$ cat src/rtl/display_multiplexado_if.sv
`default_nettype none
// ============================================================================
// Module   : display_multiplexado_if
// Purpose  : Bundles the message handshake and display pins of
//            display_multiplexado into one port.
// Signals  : habilita   - 1 = scan running, 0 = display dark
//            carregar   - 1-cycle strobe capturing caracteres
//            caracteres - packed 5-bit char codes, digit k at [5k+4:5k]
//            piscar     - blink request
//            pronto     - 1 = no message waiting for a frame boundary
//            seg        - {g,f,e,d,c,b,a}, active-high
//            digito     - one-hot digit enable, active-high
// Modports : master (upstream control logic), slave (the display driver)
// Revision : 1.0 - initial release
// ============================================================================
interface display_multiplexado_if #(
    parameter int NUM_DIGITOS = 4
);
    logic                       habilita;
    logic                       carregar;
    logic [5*NUM_DIGITOS-1:0]   caracteres;
    logic                       piscar;
    logic                       pronto;
    logic [6:0]                 seg;
    logic [NUM_DIGITOS-1:0]     digito;

    modport master (
        output habilita, carregar, caracteres, piscar,
        input  pronto, seg, digito
    );

    modport slave (
        input  habilita, carregar, caracteres, piscar,
        output pronto, seg, digito
    );
endinterface
`default_nettype wire

$ cat src/rtl/display_multiplexado.sv
`default_nettype none
// ============================================================================
// Module   : display_multiplexado
// Purpose  : Time-multiplexed driver for an N-digit 7-segment display.
//            Latches a packed character-code message into a shadow buffer
//            and swaps it into the active buffer only at a frame boundary,
//            so a message is never shown half old / half new.
// Ports    : clock   - system clock, rising edge
//            reset_n - asynchronous, active-low reset
//            bus     - display_multiplexado_if.slave (handshake + pins)
// Params   : NUM_DIGITOS   (1..8)  digits driven
//            DIV_VARREDURA (>=2)   clock cycles each digit stays lit
//            PISCA_QUADROS (>=1)   frames per blink half-period
// Options  : DISPLAY_PISCA_EN - when defined, piscar blinks the segments
// Revision : 1.0 - initial release
// ============================================================================
module display_multiplexado #(
    parameter int NUM_DIGITOS   = 4,
    parameter int DIV_VARREDURA = 1000,
    parameter int PISCA_QUADROS = 64
) (
    input wire                     clock,
    input wire                     reset_n,
    display_multiplexado_if.slave  bus
);

    localparam int c_PW = (DIV_VARREDURA > 1) ? $clog2(DIV_VARREDURA) : 1;
    localparam int c_IW = (NUM_DIGITOS > 1) ? $clog2(NUM_DIGITOS) : 1;
    localparam logic [c_PW-1:0] c_PRE_MAX = c_PW'(DIV_VARREDURA - 1);
    localparam logic [c_IW-1:0] c_IDX_MAX = c_IW'(NUM_DIGITOS - 1);
    localparam logic [4:0]      c_BRANCO  = 5'd31;

    function automatic logic [6:0] f_fonte(input logic [4:0] codigo);
        case (codigo)
            5'd0:    return 7'h3F;
            5'd1:    return 7'h06;
            5'd2:    return 7'h5B;
            5'd3:    return 7'h4F;
            5'd4:    return 7'h66;
            5'd5:    return 7'h6D;
            5'd6:    return 7'h7D;
            5'd7:    return 7'h07;
            5'd8:    return 7'h7F;
            5'd9:    return 7'h6F;
            5'd10:   return 7'h77;  // A
            5'd11:   return 7'h7C;  // b
            5'd12:   return 7'h39;  // C
            5'd13:   return 7'h5E;  // d
            5'd14:   return 7'h79;  // E
            5'd15:   return 7'h71;  // F
            5'd16:   return 7'h50;  // r
            5'd17:   return 7'h54;  // n
            5'd18:   return 7'h5C;  // o
            5'd19:   return 7'h73;  // P
            5'd20:   return 7'h3E;  // U
            5'd21:   return 7'h38;  // L
            5'd22:   return 7'h40;  // -
            5'd23:   return 7'h76;  // H
            default: return 7'h00;  // 24..31 blank
        endcase
    endfunction

    logic [c_PW-1:0]            prescaler_q, prescaler_d;
    logic [c_IW-1:0]            indice_q,    indice_d;
    logic [NUM_DIGITOS-1:0][4:0] ativo_q,    ativo_d;
    logic [NUM_DIGITOS-1:0][4:0] sombra_q,   sombra_d;
    logic                       pendente_q,  pendente_d;
    logic [6:0]                 seg_q,       seg_d;
    logic [NUM_DIGITOS-1:0]     digito_q,    digito_d;

    logic                       w_tick;
    logic                       w_fronteira;
    logic                       w_apagado;

    assign w_tick      = bus.habilita && (prescaler_q == c_PRE_MAX);
    assign w_fronteira = w_tick && (indice_q == c_IDX_MAX);

    always_comb begin
        prescaler_d = prescaler_q;
        indice_d    = indice_q;
        ativo_d     = ativo_q;
        sombra_d    = sombra_q;
        pendente_d  = pendente_q;
        seg_d       = 7'h00;
        digito_d    = '0;

        if (bus.habilita) begin
            prescaler_d = w_tick ? '0 : prescaler_q + c_PW'(1);
        end
        if (w_tick) begin
            indice_d = (indice_q == c_IDX_MAX) ? '0 : indice_q + c_IW'(1);
        end

        // A load landing on the boundary cycle goes straight to the active
        // buffer; any older shadow content is discarded with it.
        if (bus.carregar) begin
            if (w_fronteira) begin
                ativo_d    = bus.caracteres;
                pendente_d = 1'b0;
            end else begin
                sombra_d   = bus.caracteres;
                pendente_d = 1'b1;
            end
        end else if (w_fronteira && pendente_q) begin
            ativo_d    = sombra_q;
            pendente_d = 1'b0;
        end

        if (bus.habilita) begin
            digito_d[indice_q] = 1'b1;
            seg_d = w_apagado ? 7'h00 : f_fonte(ativo_q[indice_q]);
        end
    end

    always_ff @(posedge clock or negedge reset_n) begin
        if (!reset_n) begin
            prescaler_q <= '0;
            indice_q    <= '0;
            ativo_q     <= {NUM_DIGITOS{c_BRANCO}};
            sombra_q    <= {NUM_DIGITOS{c_BRANCO}};
            pendente_q  <= 1'b0;
            seg_q       <= 7'h00;
            digito_q    <= '0;
        end else begin
            prescaler_q <= prescaler_d;
            indice_q    <= indice_d;
            ativo_q     <= ativo_d;
            sombra_q    <= sombra_d;
            pendente_q  <= pendente_d;
            seg_q       <= seg_d;
            digito_q    <= digito_d;
        end
    end

`ifdef DISPLAY_PISCA_EN
    localparam int c_BW = $clog2(PISCA_QUADROS + 1);
    localparam logic [c_BW-1:0] c_QUADROS_MAX = c_BW'(PISCA_QUADROS - 1);

    logic [c_BW-1:0] quadros_q, quadros_d;
    logic            fase_q,    fase_d;

    always_comb begin
        quadros_d = quadros_q;
        fase_d    = fase_q;
        if (!bus.piscar) begin
            quadros_d = '0;
            fase_d    = 1'b0;
        end else if (w_fronteira) begin
            if (quadros_q == c_QUADROS_MAX) begin
                quadros_d = '0;
                fase_d    = ~fase_q;
            end else begin
                quadros_d = quadros_q + c_BW'(1);
            end
        end
    end

    always_ff @(posedge clock or negedge reset_n) begin
        if (!reset_n) begin
            quadros_q <= '0;
            fase_q    <= 1'b0;
        end else begin
            quadros_q <= quadros_d;
            fase_q    <= fase_d;
        end
    end

    // Gating with piscar lets the display light up the cycle after the
    // request drops, without waiting for the phase flop to clear.
    assign w_apagado = fase_q & bus.piscar;
`else
    logic unused_piscar;
    assign unused_piscar = bus.piscar;
    assign w_apagado     = 1'b0;
`endif

    assign bus.pronto = ~pendente_q;
    assign bus.seg    = seg_q;
    assign bus.digito = digito_q;

endmodule
`default_nettype wire

$ cat src/flat_wrapper.sv
// flat-port wrapper written by rule: the top's interface ports become plain ports
module display_multiplexado_flat 
#(
    parameter int NUM_DIGITOS   = 4,
    parameter int DIV_VARREDURA = 1000,
    parameter int PISCA_QUADROS = 64
)
  (clock, reset_n, bus_habilita, bus_carregar, bus_caracteres, bus_piscar, bus_pronto, bus_seg, bus_digito);
  display_multiplexado_if #(.NUM_DIGITOS(NUM_DIGITOS)) bus_i ();
  input wire clock;
  input wire reset_n;
  input wire logic [$bits(bus_i.habilita)-1:0] bus_habilita;
  input wire logic [$bits(bus_i.carregar)-1:0] bus_carregar;
  input wire logic [$bits(bus_i.caracteres)-1:0] bus_caracteres;
  input wire logic [$bits(bus_i.piscar)-1:0] bus_piscar;
  output wire logic [$bits(bus_i.pronto)-1:0] bus_pronto;
  output wire logic [$bits(bus_i.seg)-1:0] bus_seg;
  output wire logic [$bits(bus_i.digito)-1:0] bus_digito;
  assign bus_i.habilita = bus_habilita;
  assign bus_i.carregar = bus_carregar;
  assign bus_i.caracteres = bus_caracteres;
  assign bus_i.piscar = bus_piscar;
  assign bus_pronto = bus_i.pronto;
  assign bus_seg = bus_i.seg;
  assign bus_digito = bus_i.digito;
  display_multiplexado #(.NUM_DIGITOS(NUM_DIGITOS), .DIV_VARREDURA(DIV_VARREDURA), .PISCA_QUADROS(PISCA_QUADROS)) u_core (.clock(clock), .reset_n(reset_n), .bus(bus_i));
endmodule
$ cat config.mk
export PLATFORM = sky130hd
export DESIGN_NAME = display_multiplexado_flat
export DESIGN_NICKNAME = d
export VERILOG_FILES = /design/src/rtl/display_multiplexado_if.sv /design/src/rtl/display_multiplexado.sv /design/src/flat_wrapper.sv
export SDC_FILE = /design/constraint.sdc
export NUM_CORES = 1
export LEC_CHECK = 0
export CORE_ASPECT_RATIO = 1.2
export CORE_MARGIN = 8
export CORE_UTILIZATION = 28
export CTS_CLUSTER_SIZE = 10
export DETAILED_ROUTE_END_ITERATION = 10
export PLACE_DENSITY = 0.56
export SLEW_MARGIN = 20
export SYNTH_ARGS = -nofsm -noshare
export SYNTH_HDL_FRONTEND = slang
export SYNTH_SLANG_ARGS = --single-unit
$ cat constraint.sdc
create_clock -name clock -period 3.1 [get_ports clock]
set_input_delay 0.775 -clock clock [delete_from_list [all_inputs] [get_ports clock]]
set_output_delay 0.775 -clock clock [all_outputs]
set_load 0.02 [all_outputs]
Word-level counts from Yosys, hierarchy flattened:

Memory sizes are Yosys's and may differ from the RTL's.
Cells that the tools add are included.

* $add $sub $neg: 2
* multiply operators: 0
* divide/modulo/power cells: 0
* $lt $le $gt $ge: 2
* eq/ne operators: 3
* shifts and indexed selects: 0
* multiplexer cells: 14
* bitwise gates (word level): 2
* reductions and logical operators: 7

Operator list (count)
* 20-bit 2-to-1 mux: 3
* 10-bit by 1-bit adder with 10-bit output, second input constant: 1
* 5-bit binary-select mux with 2-bit select: 1
* 10-bit equality test, second input constant: 1
* 10-bit 2-to-1 mux: 1
* 7-bit 2-to-1 mux: 1
* 5-bit 2-to-1 mux: 1
* 1-bit logical AND: 4
* 1-bit 2-to-1 mux: 4
* 4-bit 2-to-1 mux: 1
* 2-bit AND reduction: 2
* 2-bit by 3-bit < comparator with 1-bit output, second input constant: 1
* 2-bit by 1-bit adder with 2-bit output, second input constant: 1
* 1-bit demux with 2-bit select: 1
* 2-bit equality test, second input constant: 1
* 2-bit by 1-bit greater-or-equal comparator with 1-bit output, second input constant: 1
* 2-bit 2-to-1 mux: 1
* 2-bit by 1-bit != test with 1-bit output, second input constant: 1
* 1-bit NOT: 2
* 2-bit nonzero test: 1

* register bits after elaboration: 64
* latch bits: 0
* bits in writable memories: 0
* ROM bits: 224
* input bits: 25
* word-level logic and storage cells: 44
* memories kept: 1

Memory list
* (name not given): depth 32, width 7, rd ports 1, clocked after Yosys merged registers in 0, write ports 0, line display_multiplexado.sv:34 `case (codigo)`

Depth between registers and ports, before layout:

Gate-level depths: netlist of run 1.

* depth after elaboration: 6
* depth in mapped cells: 8

Worst setup path before layout of run 1:

OpenSTA, ideal clock, no wires.

* path kind: register to register
* start point: register u_core.indice_q[0]
* end point: register u_core.seg_q[5], in the netlist u_core.bus.seg[5]
* setup time: 0.067 ns
* arrival time: 2.203 ns
* data required time: 3.033 ns
* path slack: 0.830 ns
* cell stages (with the launch flop): 7
* path buffers: 1
* clock period less this slack: 2.270 ns
* path through: dfrtp_1 buf_6 mux4_1 ha_1 mux2_4 a2111oi_1 a41o_1

* longest elaborated chain between the ends: 4

RTL lines
* from (decl): line display_multiplexado.sv:64 `logic [c_IW-1:0] indice_q, indice_d;`
* from (signal assigned): line display_multiplexado.sv:126 `indice_q <= indice_d;`
* 5-bit binary-select mux with 2-bit select: line display_multiplexado.sv:111 `seg_d = w_apagado ? 7'h00 : f_fonte(ativo_q[indice_q]);`
* 5-bit 2-to-1 mux (not written as such): line display_multiplexado.sv:111
* memory 32 x 7 bit
* 7-bit 2-to-1 mux: line display_multiplexado.sv:109 `if (bus.habilita) begin`
* via u_core.seg_d[5]: line display_multiplexado.sv:68 `logic [6:0] seg_q, seg_d;`
* to (signal assigned): line display_multiplexado.sv:130 `seg_q <= seg_d;`
* to (decl): line display_multiplexado.sv:68

The timed path passes the listed nets, and every way through them passes these cells. The select of a mux whose other input is x is not followed.
A chain may end at the register's enable or synchronous reset.

Worst setup path after layout of run 1:

Same ends and word-level chain as after synthesis.

==> results of run 1 <==
-- report_power, final --
group	leakage, nW	switching, mW	total (mW)	internal [mW]
clock network	0.156	0.355	1.04	0.685
logic	0.880	0.0997	0.231	0.131
registers	0.709	0.0622	0.991	0.929
-- path summary, 6_finish.rpt --
path                       cells after the start                    end             startpoint
max reg2reg                                    5      u_core.bus.seg[5]     u_core.indice_q[0]
max in group asynchronous                      2     u_core.sombra_q[0]                reset_n
min in group asynchronous                      1      u_core.bus.seg[6]                reset_n
min reg2reg                                    1  u_core.prescaler_q[4]  u_core.prescaler_q[4]
max                                            5      u_core.bus.seg[5]     u_core.indice_q[0]
min                                            1  u_core.prescaler_q[4]  u_core.prescaler_q[4]
-- worst reg2reg max path: stages (launching register included) --
cell and delay, ns:
dfrtp_1 0.46, mux4_1 0.78, ha_1 0.34, mux2_4 0.28, a2111oi_1 0.42, a41o_1 0.16
-- cell families (layout without fill, tap and decap cells) --
group | count (synthesis) | count (layout)
buffers and inverters | 21 | 67
multiplexers | 72 | 72
XOR/XNOR | 5 | 5
adder cells (fa/ha/maj) | 12 | 12
AO/OA/AOI/OAI | 29 | 29
AND/OR/NAND/NOR | 48 | 48
flip-flops | 64 | 64
-- registers in the layout, summed over array words and instances (netlist names) --
signal,cells
u_core.ativo_q,20
u_core.bus.digito,4
u_core.bus.seg,7
u_core.indice_q,2
u_core.pendente_q,1
u_core.prescaler_q,10
u_core.sombra_q,20
-- layer usage --
layer	global-route usage, %	vias to the layer above
li1	-	986
met1	10.6	1032
met2	13.9	46
met3	2.68	10
met4	4.02	0
met5	0	-
-- cell usage in the layout, fill, tap and decap left out, types with 4 or more instances in the layout --
cell type / synthesis / routed
mux2_1: 41 / 41
clkdlybuf4s50_1: 0 / 34
dfrtp_1: 24 / 24
nand2_1: 13 / 13
buf_4: 0 / 5
dfstp_2: 40 / 40
ha_1: 12 / 12
mux2_2: 23 / 23
nor2_1: 13 / 13
o21ai_0: 4 / 4
clkbuf_16: 0 / 9
inv_1: 9 / 9
nor3_1: 4 / 4
and2_1: 4 / 4
-- through the flow --
step                      power [mW]  hold WS, ns  std cells
after floorplan                 1.14        0.456        251
after global placement          1.23        0.475        438
after detailed placement        1.24        0.490        438
after CTS                       2.29        0.496        454
after global routing            2.37        0.527        454
final                           2.26        0.497        454
-- final cells by class --
cell class | count | area share [%]
flip-flops and latches | 64 | 39.9
multi-input cells | 166 | 36.8
repair buffers | 42 | 10.2
clock buffers | 13 | 6.53
well taps | 157 | 4.75
clock inverters | 3 | 0.968
inverters | 9 | 0.816
==> results.yml, run 1 <==
timing:
  hold_violations: 0
  fin_setup_tns_ns: 0
  clock_skew_ns: 0.00908
  period_minus_slack_ns: 2.50
  fmax_ghz: 0.399
  rsz0062_at_grt: "no"
  slew_viol_final: 0
  worst_pin_slew_ns: 0.737
  setup-violations-final: 0
  setup_ws_ns: 0.596
  slew-limit-headroom_pct: 50.9
  finalCritPeriodShare_pct: 80.8
place:
  place_congestion: 0.793
  dpl_cell_area_um2: 3830
  post-dp-hpwl_um: 4410
  port_buffers: 35
  pre_cts_ws_ns: 0.368
clock_tree:
  cts_setup_buffers: 0
  cts-root-buf: "clkbuf_16"
  clock-sinks: 64
  cts_made_buffers: 9
  ctsHoldBuffers: 0
  clk_pin_slew_ns: 0.06
  h-tree-depth: 3
  cts_tree: "yes"
  cts_resized: 0
  cts_buffer_depth: 2
  clk_latency_ns: 0.33
synthesis:
  synth_edf_count: 0
  ys_seq_area_share_pct: 50.2
  synth_top_family_by_area: "multiplexers"
  yosysMostFrequentCell: "mux2_1"
  yosysWarnings: 0
  async_flop_share_pct: 100
  ys_ff_latch: 64
  synth_cell_types: 44
  synth_top_area_share_pct: 32.0
  muxShareOfSynthArea_pct: 26.6
  synth_common_cells: "mux2_1, dfstp_2, dfrtp_1"
  synth_compound_area_share_pct: 6.66
  synth.avg_cell_area_um2: 13.1
  synth_area_leaders: "dfstp_2, dfrtp_1, mux2_1, mux2_2, ha_1"
  syn_nets: 288
  netlist_area_um2: 3290
  synth-xor-area-share_pct: 1.33
  synth_fa_ha_area_share_pct: 4.56
  synthSimpleGateAreaFrac_pct: 7.11
  syn_inst: 251
  yosysTopAreaCell: "dfstp_2"
  synth-main-ff-cell: "dfstp_2"
pwr:
  vdd.ir_drop.worst_mv: 0.265
  leakage_nw: 1.74
  p_per_area_nw_per_um2: 547
detailed_routing:
  vias: 2074
  postRouteWirelength_um: 6350
  drtIter0Drc: 45
  routedWlPerCell_um: 14.0
  ant_nets: 0
  dr.pass1.iters: 4
  met1_length_um: 2950
  vias_per_cell: 4.57
  dr_wl_met3_um: 290
  top_layer_used: "met4"
  routed-wl-met2_um: 2990
  drcViolationCount: 0
flow_run:
  maxCapViolCount: 0
layout:
  nets: 329
  regArea_um2: 1650
  syn2layout_area_growth_pct: 25.8
  final_area_um2: 4140
  fin_util_pct: 35.9
  num_antenna_cells: 0
  multi_input_area_um2: 1520
  drive_gt1_share_pct: 30.3
  fill_cells: 1152
setup_path:
  cp_max_fo: 9
  critical_path_buf_inv_count: 0
  crit_path_start_kind: "register"
  worst-endpoint-required_ns: 3.36
  slowest_delay_ns: 0.78
  crit_type: "register to register"
  ff2ff_setup_slack_ns: 0.60
  cp_cell_sequence: "mux4_1, ha_1, mux2_4, a2111oi_1, a41o_1"
  slowest_stage: "mux4_1"
  crit_path_end_kind: "register"
  critPathTopFamily: "multiplexers"
  cp.arrival_ns: 2.76
floorplan:
  die_w_um: 115
  die_h_um: 135
  coreArea_um2: 11500
  die_area_um2: 15500
  initial_utilization_pct: 28.6
  std_cell_rows: 43
  io-pin-count: 37
outcome:
  outcome: "completed"
worst_hold_path:
  hp-class: "register to register"
grt:
  first_global_vias: 2111
  antenna_found_initial: 0
  gr-total-overflow: 0
  grt_usage_pct: 8.76
  grt_max_degree: 34
  grt_pass1_wl_um: 10500
No activity file was read; power rests on OpenSTA's default activity.
==> inputs of run 2 (changes only) <==
--- a/config.mk
+++ b/config.mk
@@ -10,7 +10,7 @@
 export CORE_UTILIZATION = 28
 export CTS_CLUSTER_SIZE = 10
 export DETAILED_ROUTE_END_ITERATION = 10
-export PLACE_DENSITY = 0.56
+export PLACE_DENSITY = 0.57
 export SLEW_MARGIN = 20
 export SYNTH_ARGS = -nofsm -noshare
 export SYNTH_HDL_FRONTEND = slang
==> constraint.sdc (replaced) <==
create_clock -name clock -period 2.1 [get_ports clock]
set_input_delay 0.525 -clock clock [delete_from_list [all_inputs] [get_ports clock]]
set_output_delay 0.525 -clock clock [all_outputs]
set_load 0.02 [all_outputs]
==> results.yml, run 2 (synthesis results as in run 1) <==
layout:
  final_cell_mix: "mux2_1, dfstp_2, clkdlybuf4s50_1, mux2_2, dfrtp_1"
  drive_gt1_share_pct: 37.5
  fin_util_pct: 37.4
  regArea_um2: 1650
  multi_input_area_um2: 1560
  fill_cells: 1122
  finalNonFillerCells: 472
  nets: 347
  syn2layout_area_growth_pct: 31.1
  final_area_um2: 4310
  reg.largest.list: "u_core.ativo_q (20), u_core.sombra_q (20), u_core.prescaler_q (10)"
  num_antenna_cells: 0
place:
  dp_cells: 455
  dpl_cell_area_um2: 3960
  pre_cts_ws_ns: -0.216
  port_buffers: 35
  place_congestion: 0.808
  post-dp-hpwl_um: 4710
setup_path:
  crit_type: "register to register"
  cp_max_fo: 5
  r2r_end: "u_core.bus.seg[5]"
  ff2ff_setup_slack_ns: 0.01
  crit_path_end_kind: "register"
  worst-endpoint-required_ns: 2.37
  crit_path_start_kind: "register"
  cp.arrival_ns: 2.35
  crit_path_start: "u_core.indice_q[0]"
  rr_worst_depth: 5
  timing.rr.start: "u_core.indice_q[0]"
detailed_routing:
  vias: 2116
  drcViolationCount: 0
  drtIter0Drc: 40
  dr.pass1.iters: 4
  vias_per_cell: 4.48
  postRouteWirelength_um: 6460
  ant_nets: 0
  routedWlPerCell_um: 13.7
pwr:
  vdd.ir_drop.worst_mv: 0.395
  leakage_nw: 1.82
  p_per_area_nw_per_um2: 767
timing:
  fmax_ghz: 0.479
  finalCritPeriodShare_pct: 99.3
  worst_pin_slew_ns: 0.349
  rsz0062_at_grt: "yes"
  setup_ws_ns: 0.0145
  slew-limit-headroom_pct: 76.7
  slew_viol_final: 0
  fin_setup_tns_ns: 0
  hold_violations: 0
  clock_skew_ns: 0.00545
  setup-violations-final: 0
  period_minus_slack_ns: 2.09
floorplan:
  die_h_um: 135
  initial_utilization_pct: 28.6
  die_area_um2: 15500
  std_cell_rows: 43
  die_w_um: 115
  coreArea_um2: 11500
  io-pin-count: 37
clock_tree:
  cts_buffer_depth: 2
  ctsHoldBuffers: 0
  clk_latency_ns: 0.33
  h-tree-depth: 3
  clock-sinks: 64
  cts_tree: "yes"
  cts_made_buffers: 9
  clk_pin_slew_ns: 0.05
  cts-root-buf: "clkbuf_16"
outcome:
  outcome: "completed"
grt:
  gr-total-overflow: 0
  grt_pass1_wl_um: 11000
  grt_usage_pct: 9.19
  grt_max_degree: 65
  first_global_vias: 2183
  antenna_found_initial: 0
worst_hold_path:
  hp-class: "primary input to async pin"
flow_run:
  maxCapViolCount: 0
## run 2: cell count changes in the layout (fill, tap and decap cells not counted), sizes merged
cell / before / now
buf: 8 / 26
## run 2: metrics by stage
step / hold WS (ns) / power (mW)
after global placement: 0.481 / 1.83
after CTS: 0.212 / 3.36
after floorplan: 0.229 / 1.68
after detailed placement: 0.486 / 1.84
final: 0.188 / 3.31
after global routing: 0.209 / 3.48
## run 2: critical path: stages (launching register included)
cell	delay (ns)
dfrtp_2	0.41
mux4_2	0.61
ha_2	0.25
mux2_4	0.28
a2111oi_4	0.35
a41o_1	0.13
## run 2: cell type report
type,count,area share [%]
inverters,9,0.784
well taps,157,4.56
repair buffers,60,13.1
multi-input cells,166,36.2
clock buffers,13,6.04
clock inverters,3,0.929
flip-flops and latches,64,38.3
## run 2: per-layer routing
metal	up-vias	global-route usage, %	part of all wire (%)
met5	-	0	0
met1	1054	11.0	46
met2	29	14.5	49
li1	1022	-	-
met3	11	2.32	2.7
met4	0	5.49	2.6
## run 2: worst max-delay path by stage
stage	to	slack (ns)
6_report	u_core.bus.seg[5]	0.01
5_1_grt	u_core.bus.seg[5]	-0.05
2_1_floorplan	u_core.bus.seg[3]	-0.006
3_5_place_dp	u_core.ativo_q[18]	-0.22
4_1_cts	u_core.bus.seg[6]	-0.03
3_3_place_gp	u_core.ativo_q[16]	-0.19
## run 2: power breakdown
group	internal, mW	switching (mW)
Combinational	0.201	0.152
Sequential	1.37	0.0918
Clock	0.979	0.514
## run 2: repair_timing
item | 4_1_cts | 5_1_grt
endpoints found under the setup margin | 4 | 6
buffers inserted | 0 | 1
gates resized for setup | 1 | 9
pin swaps | 0 | 1
